[config.mk]
export PLATFORM = sky130hd
export DESIGN_NAME = i2c_byte_controller
export DESIGN_NICKNAME = d
export VERILOG_FILES = /design/src/rtl/i2c_pkg.sv /design/src/rtl/i2c_quarter_tick.sv /design/src/rtl/i2c_byte_controller.sv
export SDC_FILE = /design/constraint.sdc
export NUM_CORES = 1
export LEC_CHECK = 0
export BUFFER_PORTS_ARGS = -buffer_cell sky130_fd_sc_hd__buf_2
export CORE_MARGIN = 2
export CORE_UTILIZATION = 57
export CTS_CLUSTER_DIAMETER = 200
export DETAILED_ROUTE_END_ITERATION = 12
export PLACE_DENSITY_LB_ADDON = 0.08
export SLEW_MARGIN = 20
export SYNTH_ARGS = -nofsm -noshare
export SYNTH_HDL_FRONTEND = slang
export SYNTH_SLANG_ARGS = --single-unit
[constraint.sdc]
create_clock -name ICE_CLK -period 2.6 [get_ports ICE_CLK]
set_input_delay 0.78 -clock ICE_CLK [delete_from_list [all_inputs] [get_ports ICE_CLK]]
set_output_delay 0.78 -clock ICE_CLK [all_outputs]
set_load 0.01 [all_outputs]
[src/rtl/i2c_pkg.sv]
// i2c_pkg: command codes, FSM states and quarter-index width for the I2C byte controller
package i2c_pkg;
  localparam logic [1:0] CMD_START = 2'b00;
  localparam logic [1:0] CMD_STOP  = 2'b01;
  localparam logic [1:0] CMD_WRITE = 2'b10;
  localparam logic [1:0] CMD_READ  = 2'b11;
  localparam int QTR_W = 2;
  typedef enum logic [2:0] {IDLE, START, STOP, BIT, DONE_ST} state_e;
endpackage

[src/rtl/i2c_quarter_tick.sv]
// i2c_quarter_tick: CLK_DIV-cycle quarter timer held at zero while the target stretches SCL
module i2c_quarter_tick #(
  parameter int CLK_DIV = 30
) (
  input  logic clk,
  input  logic rst,
  input  logic hold,
  input  logic restart,
  output logic end_of_quarter
);
  logic [15:0] cnt_q, cnt_d;
  assign end_of_quarter = !hold && cnt_q == 16'(CLK_DIV - 1);
  always_comb cnt_d = (restart || hold || end_of_quarter) ? '0 : cnt_q + 16'd1;
  always_ff @(posedge clk) cnt_q <= rst ? '0 : cnt_d;
endmodule

[src/rtl/i2c_byte_controller.sv]
// i2c_byte_controller: byte-level I2C initiator issuing START/STOP/WRITE/READ over open-drain pulldowns
module i2c_byte_controller import i2c_pkg::*; #(
  parameter int CLK_DIV = 30
) (
  input  logic       ICE_CLK,
  input  logic       RST,
  input  logic       CMD_VALID,
  output logic       CMD_READY,
  input  logic [1:0] CMD,
  input  logic [7:0] TX_DATA,
  input  logic       CMD_NACK,
  output logic       DONE,
  output logic [7:0] RX_DATA,
  output logic       ACK_RX,
  output logic       BUSY,
  input  logic       SDA_DIN,
  input  logic       SCL_DIN,
  output logic       SDA_PULLDOWN,
  output logic       SCL_PULLDOWN
);
  state_e state_q, state_d;
  logic [QTR_W-1:0] qtr_q, qtr_d;
  logic [3:0] bit_q, bit_d;
  logic [7:0] sh_q, sh_d, rx_q, rx_d;
  logic rd_q, rd_d, nack_q, nack_d, ack_q, ack_d;
  logic sda_pd_q, sda_pd_d, scl_pd_q, scl_pd_d;
  logic [1:0] sda_sync_q, scl_sync_q;
  logic sda_s, scl_s, accept, hold, eoq;
  assign sda_s = sda_sync_q[1];
  assign scl_s = scl_sync_q[1];
  assign CMD_READY = state_q == IDLE || state_q == DONE_ST;
  assign BUSY = !CMD_READY;
  assign DONE = state_q == DONE_ST;
  assign accept = CMD_VALID && CMD_READY;
  assign hold = !scl_s && ((state_q == BIT && qtr_q == 2'd2) || ((state_q == START || state_q == STOP) && qtr_q == 2'd1));
  assign SDA_PULLDOWN = sda_pd_q;
  assign SCL_PULLDOWN = scl_pd_q;
  assign RX_DATA = rx_q;
  assign ACK_RX = ack_q;
  i2c_quarter_tick #(.CLK_DIV(CLK_DIV)) u_tick (
    .clk(ICE_CLK),
    .rst(RST),
    .hold(hold),
    .restart(accept),
    .end_of_quarter(eoq)
  );
  always_comb begin
    state_d = state_q;
    qtr_d = qtr_q;
    bit_d = bit_q;
    sh_d = sh_q;
    rx_d = rx_q;
    rd_d = rd_q;
    nack_d = nack_q;
    ack_d = ack_q;
    sda_pd_d = sda_pd_q;
    scl_pd_d = scl_pd_q;
    if (accept) begin
      state_d = CMD == CMD_START ? START : CMD == CMD_STOP ? STOP : BIT;
      qtr_d = '0;
      bit_d = '0;
      sh_d = TX_DATA;
      rd_d = CMD == CMD_READ;
      nack_d = CMD_NACK;
      sda_pd_d = CMD == CMD_STOP || (CMD == CMD_WRITE && !TX_DATA[7]);
      scl_pd_d = CMD == CMD_START ? scl_pd_q : 1'b1;
    end else if (state_q == DONE_ST) begin
      state_d = IDLE;
    end else if (eoq && state_q != IDLE) begin
      qtr_d = qtr_q + 2'd1;
      case (state_q)
        START: begin
          scl_pd_d = qtr_q == 2'd0 ? 1'b0 : qtr_q == 2'd2 ? 1'b1 : scl_pd_q;
          sda_pd_d = qtr_q == 2'd1 ? 1'b1 : sda_pd_q;
        end
        STOP: begin
          scl_pd_d = qtr_q == 2'd0 ? 1'b0 : scl_pd_q;
          sda_pd_d = qtr_q == 2'd2 ? 1'b0 : sda_pd_q;
        end
        default: begin
          scl_pd_d = qtr_q == 2'd1 ? 1'b0 : qtr_q == 2'd3 ? 1'b1 : scl_pd_q;
          sda_pd_d = (qtr_q != 2'd3 || bit_q == 4'd8) ? sda_pd_q : bit_q == 4'd7 ? rd_q && !nack_q : !rd_q && !sh_q[7];
          sh_d = (qtr_q == 2'd2 && bit_q != 4'd8) ? {sh_q[6:0], sda_s} : sh_q;
          ack_d = (qtr_q == 2'd2 && bit_q == 4'd8 && !rd_q) ? !sda_s : ack_q;
          rx_d = (qtr_q == 2'd3 && bit_q == 4'd8 && rd_q) ? sh_q : rx_q;
          bit_d = qtr_q == 2'd3 ? bit_q + 4'd1 : bit_q;
        end
      endcase
      if (qtr_q == 2'd3 && (state_q != BIT || bit_q == 4'd8)) state_d = DONE_ST;
    end
  end
  always_ff @(posedge ICE_CLK) begin
    if (RST) begin
      state_q <= IDLE;
      qtr_q <= '0;
      bit_q <= '0;
      sh_q <= '0;
      rx_q <= '0;
      rd_q <= 1'b0;
      nack_q <= 1'b0;
      ack_q <= 1'b0;
      sda_pd_q <= 1'b0;
      scl_pd_q <= 1'b0;
    end else begin
      state_q <= state_d;
      qtr_q <= qtr_d;
      bit_q <= bit_d;
      sh_q <= sh_d;
      rx_q <= rx_d;
      rd_q <= rd_d;
      nack_q <= nack_d;
      ack_q <= ack_d;
      sda_pd_q <= sda_pd_d;
      scl_pd_q <= scl_pd_d;
    end
  end
  always_ff @(posedge ICE_CLK) begin
    sda_sync_q <= {sda_sync_q[0], SDA_DIN};
    scl_sync_q <= {scl_sync_q[0], SCL_DIN};
  end
endmodule

---- After elaboration in Yosys (flattened, before gate mapping) ----
Cells that the tools add are included.
operators by class
  add/subtract/negate cells ............... 3
  multiply operators ...................... 0
  divide/modulo/power cells ............... 0
  $lt $le $gt $ge ......................... 0
  equality and inequality tests ........... 24
  shift-type cells ........................ 0
  mux-type cells .......................... 29
  bitwise operators ....................... 3
  reduce and logical (&&, ||, !) cells .... 51
operator list
  cell                   number
  $mux 8                 5
  $mux 1                 17
  $add 16x1->16 const B  1
  $eq 16x5->1 const B    1
  $logic_and 1x1->1      15
  $reduce_and 5->1       3
  $mux 3                 4
  $ne 3x1->1 const B     3
  $reduce_bool 3->1      3
  $eq 2x2->1 const B     4
  $logic_not 1->1        8
  $logic_or 1x1->1       8
  $reduce_and 4->1       2
  $eq 3x2->1 const B     2
  $reduce_and 6->1       1
  $reduce_or 2->1        3
  $reduce_bool 5->1      1
  $add 4x1->4 const B    1
  $eq 2x1->1 const B     2
  $eq 4x3->1 const B     1
  $eq 4x4->1 const B     1
  $logic_not 2->1        2
  $ne 2x1->1 const B     2
  $ne 2x2->1 const B     2
  other kinds (13)       18
storage, ports and cells
  bits in registers ....................... 50
  bits in latches ......................... 0
  bits in writable memories ............... 0
  ROM bits ................................ 0
  input bits .............................. 16
  output and inout port bits .............. 14
  logic and storage cells ................. 123
  memories kept ........................... 0

---- Longest topological paths before layout ----
Gate-level depths: netlist of the first run.
  depth after elaboration ................. 11
  gate-level depth with buffers ........... 8
  mapped depth without buffers ............ 7

---- Hierarchy ----
A second synthesis of the first run with hierarchy kept.
unflattened totals
  cell total of the unflattened synthesis .. 276
  area, all modules ....................... 2409.8 µm²
by module, submodules not included
  module               times used  cells each  area each (µm²)  sequential area each (µm²)
  i2c_byte_controller  1           190         1662.8           680.7
  i2c_quarter_tick     1           86          747.0            320.3

---- Worst setup path after synthesis of the first run ----
Ideal clock, no wire load.
  path kind ............................... in2reg
  start point ............................. input CMD_VALID
  end point ............................... register sh_q[5]
  library setup time ...................... 103 ps
  arrival time ............................ 2037 ps
  data required time ...................... 2497 ps
  path slack .............................. 460 ps
  stages .................................. 6
  buffers on the path ..................... 1
  cells stage by stage .................... nor3b_2 -> a21o_1 -> nor4_4 -> buf_6 -> nor3_1 -> a2111oi_2
on the way
  word-level cells in the longest chain between the ends .. 3
  elaborated cells between the ends (all ways) .. 7
  classes of those cells .................. eq/ne (2); mux (1); reduce/logical (4)
RTL lines
  element                                                                  RTL line                    RTL
  from (decl)                                                              i2c_byte_controller.sv:7    input logic CMD_VALID,
  $logic_and 1x1->1 (*)                                                    i2c_byte_controller.sv:34   assign accept = CMD_VALID && CMD_READY;
  $ne 2x1->1 (no source line) / $reduce_bool 2->1 (equally long branches)  -
  $reduce_and 4->1 (no source line)                                        -
  to (signal assigned)                                                     i2c_byte_controller.sv:97   sh_q <= '0;
  to (signal assigned)                                                     i2c_byte_controller.sv:108  sh_q <= sh_d;
  to (decl)                                                                i2c_byte_controller.sv:24   logic [7:0] sh_q, sh_d, rx_q, rx_d;
Every way passes the cells marked *; elsewhere a longest branch is shown, timed or not.
A chain may end at the register's enable or synchronous reset.

---- Worst setup path in the final report of the first run ----
  start point ............................. register u_tick.cnt_q[0]
  end point ............................... register rx_q[5], in the netlist RX_DATA[5]
on the way
  word-level cells in the longest chain between the ends .. 4
RTL lines
  element                            RTL line                    RTL
  from (decl)                        i2c_quarter_tick.sv:11      logic [15:0] cnt_q, cnt_d;
  from (signal assigned)             i2c_quarter_tick.sv:14      always_ff @(posedge clk) cnt_q <= rst ? '0 : cnt_d;
  $eq 16x5->1                        i2c_quarter_tick.sv:12      assign end_of_quarter = !hold && cnt_q == 16'(CLK_DIV - 1);
  $logic_and 1x1->1                  i2c_quarter_tick.sv:12
  $logic_and 1x1->1                  i2c_byte_controller.sv:69   end else if (eoq && state_q != IDLE) begin
  $reduce_and 5->1 (no source line)  -
  to (signal assigned)               i2c_byte_controller.sv:109  rx_q <= rx_d;
  to (decl)                          i2c_byte_controller.sv:24
No other way between the ends.

==> flow_metrics.env, run 1 <==
export IMPL_tightest_slew_ps=551
export IMPL_finalNetCount=343
export IMPL_power_density_nw_per_um2=558
export IMPL_slew_headroom_pct=63.0
export IMPL_gr_total_overflow=0
export IMPL_synth_avg_cell_area_sq_um=8.53
export IMPL_fp_dieH_um=70.0
export IMPL_routedWlPerCell_um=14.2
export IMPL_whs_endpoint="sda_sync_q[1]"
export IMPL_crit_fanout=8
export IMPL_async_flop_share_pct=0
export IMPL_die_area_sq_um=4900
export IMPL_fin_crit_sh_pct=88.8
export IMPL_viasPerCell=5.75
export IMPL_cts_tree="built"
export IMPL_cts_buffers=5
export IMPL_grt_use_total_pct=22.9
export IMPL_port_buffers=29
export IMPL_setup_viol=0
export IMPL_initial_core_util_pct=60.7
export IMPL_p_leak_nw=1.06
export IMPL_diodes=0
export IMPL_grt_pass1_vias=1994
export IMPL_yosys_warnings=0
export IMPL_ir_drop_uv=296
export IMPL_cp_start_kind="flip-flop"
export IMPL_drive_gt1_share_pct=15.9
export IMPL_final_common_cell="dfxtp_1"
export IMPL_htree_levels=2
export IMPL_required_ps=2790
export IMPL_ant_nets=0
export IMPL_syn_area_sq_um=2480
export IMPL_endpoint_kind="flip-flop"
export IMPL_drc=0
export IMPL_drtIter0Drc=237
export IMPL_cp_arrival_ps=2500
export IMPL_rsz0062_at_grt="no"
export IMPL_drt_pass1_iterations=5
export IMPL_syn_num_nets=315
export IMPL_dpl_hpwl_mm=3.78
export IMPL_synth_seq_cells=50
export IMPL_slew_violations=0
export IMPL_netlist_instances=291
export IMPL_core_area_sq_um=4090
export IMPL_via_count=2129
export IMPL_insertion_delay_ps=300
export IMPL_antenna_found_initial=0
export IMPL_setup_tns_ps=0
export IMPL_reg2reg_from="u_tick.cnt_q[0]"
export IMPL_io_pins=30
export IMPL_crit_chain="ha_1, nor4b_1, nand4_1, or4_1, o21ai_0, a21oi_1"
export IMPL_status="finished, final reports clean"
export IMPL_hold_violations=0
export IMPL_clk_pin_slew_ps=90
export IMPL_fin_crit_ps=2310
export IMPL_reg2regPathDepth=6
export IMPL_cp_slowest_cell="or4_1"
export IMPL_clock_fmax_ghz=0.433
export IMPL_ctsRootBufferMaster="clkbuf_8"
export IMPL_crit_type="flip-flop to flip-flop"
export IMPL_total_power_mw=1.55
export IMPL_stdcell_count=370
export IMPL_r2r_slack_ps=290
export IMPL_yosys_most_used_dff="dfxtp_1"
export IMPL_cts_buffer_depth=2
export IMPL_wirelength_mm=5.26
export IMPL_cpPeakStageDelay_ps=670
export IMPL_final_setup_worst_slack_ps=292
export IMPL_hold_class="flip-flop to flip-flop"
export IMPL_holdPathStages=0
export IMPL_hold_buffers=0
export IMPL_synth_cell_types=51
export IMPL_grt_pass1_wl_mm=9.19
export IMPL_cts_resized=0
export IMPL_die_w_um=70.0
export IMPL_layout_common_cells="dfxtp_1 (50), nor2_1 (38), buf_2 (29)"
export IMPL_grt_max_degree=27
export IMPL_seq_area_frac_synth_pct=40.3
export IMPL_min_from="sda_sync_q[0]"
export IMPL_rows=23
export IMPL_rr_endpoint="RX_DATA[5]"
export IMPL_fin_skew_ps=9.17
export IMPL_cap_violations=0
export IMPL_cts_sinks=50
export IMPL_place_ws_ps=236
export IMPL_synth_edf_count=0
export IMPL_dp_cells=362
export IMPL_postCtsSetupRepairBufs=0
export IMPL_syn2layout_area_growth_pct=12.1
export IMPL_place_congestion=0.899
-- per-stage QoR --
step           hold WS (ps)  instance area [sq um]  utilization [%]
2_1_floorplan           310                   2480                -
5_1_grt                 341                   2780             68.1
4_1_cts                 337                   2780             68.1
6_report                334                   2780             68.1
3_5_place_dp            316                   2670             65.4
3_3_place_gp            312                   2670             65.4
-- power breakdown --
| group | leakage (nW) | internal (mW) | switching, mW |
|---|---|---|---|
| Sequential | 0.407 | 0.793 | 0.0317 |
| Clock | 0.0514 | 0.287 | 0.257 |
| Combinational | 0.601 | 0.0778 | 0.105 |
| Total | 1.06 | 1.16 | 0.393 |
-- final cells by class --
| cell class | count | area (sq um) |
|---|---|---|
| Tap cell | 50 | 62.6 |
| Clock buffer | 6 | 72.6 |
| Timing Repair Buffer | 35 | 203 |
| Sequential cell | 50 | 1000 |
| Clock inverter | 2 | 37.5 |
| Fill cell | 364 | 1310 |
| Multi-Input combinational cell | 208 | 1330 |
| Inverter | 19 | 71.3 |
-- state kept, by name, summed over array words and instances (netlist names) --
signal	cells
u_tick.cnt_q	16
RX_DATA	8
sh_q	8
bit_q	4
state_q	3
qtr_q	2
scl_sync_q	2
sda_sync_q	2
ACK_RX	1
SCL_PULLDOWN	1
SDA_PULLDOWN	1
nack_q	1
rd_q	1
-- critical path, delay by kind of cell (launching register included) --
family	cells	cell delay [ps]
and+or+nand+nor	3	1280
DFF	1	430
AOI/OAI and AO/OA	2	300
adders and majority gates	1	190
-- routing by layer --
metal  global-route usage [%]  vias up  share of wire, %
li1                         -     1075                 -
met1                     30.0      974                47
met2                     38.1       73                46
met3                     4.76        7               5.8
met4                     6.84        0               1.1
met5                        0        -                 0
-- cells in the mapped netlist, types with 8 or more instances --
cell type / count / share of area, %
inv_1: 19 / 2.9
dfxtp_1: 50 / 40
nor3_1: 14 / 2.8
nor2_1: 38 / 5.7
xor2_1: 8 / 2.8
ha_1: 8 / 4.0
xnor2_1: 8 / 2.8
nand3_1: 19 / 3.8
o21ai_0: 16 / 3.2
a21oi_1: 18 / 3.6
nand2_1: 10 / 1.5
-- logic make-up after synthesis --
kind of cell / count (synthesis) / synth area share [%]
fa+ha+maj: 8 / 4.03
flops: 50 / 40.3
compound gates: 55 / 14.8
mux: 4 / 1.66
buf+inv: 33 / 5.90
simple gates: 124 / 27.0
xor+xnor: 17 / 6.30
-- worst max-delay path by stage --
stage	startpoint	to	slack, ps	depth (start not counted)
after floorplan	CMD_VALID	sh_q[5]	460	6
after global placement	CMD_VALID	RX_DATA[3]	280	6
after detailed placement	CMD_VALID	sh_q[3]	240	7
after CTS	u_tick.cnt_q[0]	RX_DATA[7]	290	6
after global routing	u_tick.cnt_q[0]	RX_DATA[2]	70	6
final	u_tick.cnt_q[0]	RX_DATA[5]	290	6
Note: power is estimated with default switching activity, not from simulation.
==> run 2: changes to the inputs <==
REMOVE_ABC_BUFFERS = 1   (was not set)
==> flow_metrics.env, run 2 (synthesis results as in run 1) <==
export IMPL_antenna_found_initial=0
export IMPL_die_area_sq_um=4900
export IMPL_layout_common_cells="dfxtp_1 (50), nor2_1 (38), buf_2 (29)"
export IMPL_tightest_slew_ps=534
export IMPL_dpl_hpwl_mm=3.69
export IMPL_cts_tree="built"
export IMPL_fin_crit_ps=2270
export IMPL_slew_violations=0
export IMPL_viasPerCell=5.61
export IMPL_clock_fmax_ghz=0.440
export IMPL_rows=23
export IMPL_drc=0
export IMPL_grt_pass1_wl_mm=9.07
export IMPL_hold_violations=0
export IMPL_htree_levels=2
export IMPL_ant_nets=0
export IMPL_drtIter0Drc=186
export IMPL_rsz0062_at_grt="no"
export IMPL_total_power_mw=1.55
export IMPL_endpoint_kind="flip-flop"
export IMPL_die_w_um=70.0
export IMPL_gr_total_overflow=0
export IMPL_cp_arrival_ps=2500
export IMPL_fin_crit_sh_pct=87.4
export IMPL_cts_buffer_depth=2
export IMPL_fin_skew_ps=7.33
export IMPL_cts_resized=0
export IMPL_initial_core_util_pct=60.7
export IMPL_setup_tns_ps=0
export IMPL_syn2layout_area_growth_pct=12.1
export IMPL_final_common_cell="dfxtp_1"
export IMPL_power_density_nw_per_um2=559
export IMPL_cts_sinks=50
export IMPL_cap_violations=0
export IMPL_ctsRootBufferMaster="clkbuf_8"
export IMPL_port_buffers=29
export IMPL_ir_drop_uv=454
export IMPL_cts_buffers=5
export IMPL_largest_register="u_tick.cnt_q"
export IMPL_drt_pass1_iterations=4
export IMPL_slew_headroom_pct=64.3
export IMPL_setup_viol=0
export IMPL_hold_class="flip-flop to flip-flop"
export IMPL_place_congestion=0.900
export IMPL_postCtsSetupRepairBufs=0
export IMPL_largest_register_ffs=16
export IMPL_p_leak_nw=1.06
export IMPL_wirelength_mm=5.17
export IMPL_hold_buffers=0
export IMPL_clk_pin_slew_ps=90
export IMPL_io_pins=30
export IMPL_grt_max_degree=27
export IMPL_insertion_delay_ps=300
export IMPL_via_count=2082
export IMPL_crit_type="flip-flop to flip-flop"
export IMPL_cp_start_kind="flip-flop"
export IMPL_grt_use_total_pct=22.6
export IMPL_finalNetCount=344
export IMPL_fp_dieH_um=70.0
export IMPL_status="finished, final reports clean"
export IMPL_routedWlPerCell_um=13.9
export IMPL_core_area_sq_um=4090
export IMPL_grt_pass1_vias=1979
export IMPL_required_ps=2830
export IMPL_crit_fanout=6
export IMPL_diodes=0
export IMPL_drive_gt1_share_pct=16.5
==> run 2: final timing paths <==
path | from | end | slack (ps) | cells after the start
worst max register to register | u_tick.cnt_q[0] | bit_q[3] | 330 | 6
worst min-delay path | sda_sync_q[0] | sda_sync_q[1] | 340 | 0
worst max-delay path | u_tick.cnt_q[0] | bit_q[3] | 330 | 6
worst min register to register | sda_sync_q[0] | sda_sync_q[1] | 340 | 0
==> run 2: layer usage <==
| metal | up-vias | global-route usage (%) | share of wire, % |
|---|---|---|---|
| met2 | 43 | 34.2 | 45 |
| met4 | 0 | 5.77 | 0.72 |
| li1 | 1082 | - | - |
| met1 | 953 | 32.5 | 50 |
| met5 | - | 0 | 0 |
| met3 | 4 | 5.19 | 4.1 |
==> run 2: through the flow <==
stage	utilization [%]	area [sq um]	hold slack, ps	worst slack (ps)	instances
2_1_floorplan	-	2410	310	177	277
3_3_place_gp	65.2	2670	310	301	363
3_5_place_dp	65.2	2670	318	231	363
4_1_cts	68.0	2780	339	331	371
5_1_grt	68.0	2780	342	182	371
6_report	68.0	2780	336	328	371
==> run 2: where the power goes <==
group	switching, mW	leakage, nW	internal, mW
logic	0.101	0.603	0.0776
clock network	0.264	0.0504	0.286
registers	0.0314	0.407	0.793
==> run 2: area by class of cell <==
| cell class | count | area [sq um] |
|---|---|---|
| clock buffer | 5 | 68.8 |
| clock inverter | 3 | 45.0 |
| fill | 367 | 1310 |
| inverter | 19 | 71.3 |
| multi-input combinational | 208 | 1330 |
| sequential | 50 | 1000 |
| tap | 50 | 62.6 |
| timing repair buffer | 36 | 198 |
==> run 2: worst max-delay path, cell delays in order (launching register included) <==
cell and delay, ps:
dfxtp_1 430, ha_1 190, nor4b_1 380, and4_1 320, nand4_1 280, or3_1 440, a21oi_1 160
==> run 3: changes to the inputs <==
ABC_AREA = 1   (was not set)
CORE_UTILIZATION = 58   (was 57)
==> flow_metrics.env, run 3 <==
export IMPL_tightest_slew_ps=661
export IMPL_cts_buffer_depth=2
export IMPL_dpl_hpwl_mm=4.18
export IMPL_cts_buffers=5
export IMPL_core_area_sq_um=4350
export IMPL_status="finished, final reports clean"
export IMPL_insertion_delay_ps=300
export IMPL_fp_dieH_um=71.2
export IMPL_htree_levels=2
export IMPL_grt_pass1_wl_mm=9.56
export IMPL_required_ps=1820
export IMPL_fin_crit_sh_pct=83.4
export IMPL_synth_edf_count=0
export IMPL_yosys_warnings=0
export IMPL_synth_cell_types=33
export IMPL_netlist_instances=380
export IMPL_grt_pass1_vias=2202
export IMPL_crit_buf_inv=2
export IMPL_routedWlPerCell_um=12.0
export IMPL_synth_top_area_cell="dfxtp_1"
export IMPL_crit_type="flip-flop to output port"
export IMPL_grt_max_degree=23
export IMPL_viasPerCell=5.34
export IMPL_place_ws_ps=646
export IMPL_cp_slowest_cell="dfxtp_1"
export IMPL_final_common_cell="nor2_1"
export IMPL_diodes=0
export IMPL_ys_top_cells_by_count="nor2_1 (78), nand2_1 (70), dfxtp_1 (50)"
export IMPL_cpPeakStageDelay_ps=390
export IMPL_via_count=2482
export IMPL_synth_avg_cell_area_sq_um=6.89
export IMPL_yosysTopAreaCellShare_pct=38.2
export IMPL_drtIter0Drc=149
export IMPL_cts_sinks=50
export IMPL_postCtsSetupRepairBufs=0
export IMPL_clk_pin_slew_ps=90
export IMPL_crit_family="simple AND/OR/NAND/NOR gates"
export IMPL_synth_seq_cells=50
export IMPL_ant_nets=0
export IMPL_rows=24
export IMPL_final_setup_worst_slack_ps=431
export IMPL_setup_viol=0
export IMPL_largest_register_ffs=16
export IMPL_antenna_found_initial=0
export IMPL_io_pins=30
export IMPL_cts_tree="built"
export IMPL_p_leak_nw=1.27
export IMPL_power_density_nw_per_um2=512
export IMPL_grt_use_total_pct=23.2
export IMPL_syn_area_sq_um=2620
export IMPL_synth_area_top_cells="dfxtp_1 (38%), nor2_1 (11%), nand2_1 (10%)"
export IMPL_cp_start_kind="flip-flop"
export IMPL_gr_total_overflow=0
export IMPL_crit_chain="nor2_2, inv_2, nor2_2, buf_2"
export IMPL_die_area_sq_um=5070
export IMPL_ctsRootBufferMaster="clkbuf_8"
export IMPL_syn2layout_area_growth_pct=11.0
export IMPL_cap_violations=0
export IMPL_hold_buffers=0
export IMPL_layout_common_cells="nor2_1 (78), nand2_1 (70), dfxtp_1 (50)"
export IMPL_slew_headroom_pct=55.9
export IMPL_fin_skew_ps=6.72
export IMPL_port_buffers=29
export IMPL_async_flop_share_pct=0
export IMPL_seq_area_frac_synth_pct=38.2
export IMPL_rsz0062_at_grt="no"
export IMPL_drt_pass1_iterations=5
export IMPL_die_w_um=71.2
export IMPL_largest_register="u_tick.cnt_q"
export IMPL_crit_fanout=6
export IMPL_fin_crit_ps=2170
export IMPL_cp_arrival_ps=1390
export IMPL_place_congestion=0.903
export IMPL_hold_class="flip-flop to flip-flop"
export IMPL_initial_core_util_pct=60.2
export IMPL_yosys_most_used_dff="dfxtp_1"
export IMPL_slew_violations=0
export IMPL_clock_fmax_ghz=0.461
export IMPL_synth_most_common_cell="nor2_1"
export IMPL_setup_tns_ps=0
export IMPL_hold_violations=0
export IMPL_crit_top_cell="nor2_2"
export IMPL_drc=0
export IMPL_drive_gt1_share_pct=16.5
export IMPL_cts_resized=0
export IMPL_wirelength_mm=5.56
export IMPL_endpoint_kind="output port"
export IMPL_r2r_slack_ps=750
export IMPL_ir_drop_uv=365
export IMPL_finalNetCount=436
export IMPL_fillers=396
[run 3: cell types whose count changed after synthesis, moves of 7 or more]
| cell | change |
|---|---|
| nand2_1 | +60 |
| nor2_1 | +40 |
| inv_1 | +19 |
| nand4_1 | +14 |
| inv_2 | +8 |
| nor3_1 | -8 |
| xnor2_1 | -7 |
[run 3: final cells by class]
cell class                 count  area [sq um]  share of cell area (%)
inverter                      46           173                    5.94
clock inverter                 2          12.5                   0.430
timing repair buffer          32           168                    5.77
tap                           52          65.1                    2.24
multi-input combinational    277          1410                    48.4
clock buffer                   6          82.6                    2.84
sequential                    50          1000                    34.4
[run 3: kinds of logic (layout without fill, tap and decap cells)]
kind of cell             Yosys count  count (layout)  synth area share, %
AO/OA/AOI/OAI                     44              44                 8.88
XOR/XNOR                           7               7                 2.34
adder cells (fa/ha/maj)            8               8                 3.82
buffers and inverters             53              86                 8.12
flip-flops                        50              50                 38.2
AND/OR/NAND/NOR                  218             218                 38.6
[run 3: through the flow]
stage | power [mW] | util, % | hold WS (ps) | std cells | instance area, sq um
final | 1.49 | 66.8 | 335 | 465 | 2910
after global routing | 1.58 | 66.8 | 353 | 465 | 2910
after detailed placement | 1.03 | 64.6 | 315 | 457 | 2810
after floorplan | 0.972 | - | 310 | 373 | 2580
after global placement | 1.03 | 64.6 | 315 | 457 | 2810
after CTS | 1.50 | 66.8 | 341 | 465 | 2910
[run 3: worst paths after layout]
path,depth (start not counted),from,endpoint
worst max-delay path,4,state_q[0],DONE
worst min-delay path,0,sda_sync_q[0],sda_sync_q[1]
worst max register to register,8,qtr_q[0],RX_DATA[1]
worst min register to register,0,sda_sync_q[0],sda_sync_q[1]
[run 3: power by group]
part / total [mW] / switching (mW) / internal [mW] / leakage, nW
Sequential: 0.806 / 0.0151 / 0.791 / 0.406
Clock: 0.471 / 0.257 / 0.214 / 0.0472
Combinational: 0.213 / 0.142 / 0.0702 / 0.815
[run 3: per-layer routing]
layer	vias up	wire (um)	track usage (%)
li1	1290	-	-
met5	-	0	0
met4	0	117	8.60
met2	74	2490	36.1
met3	11	299	4.92
met1	1107	2660	31.8
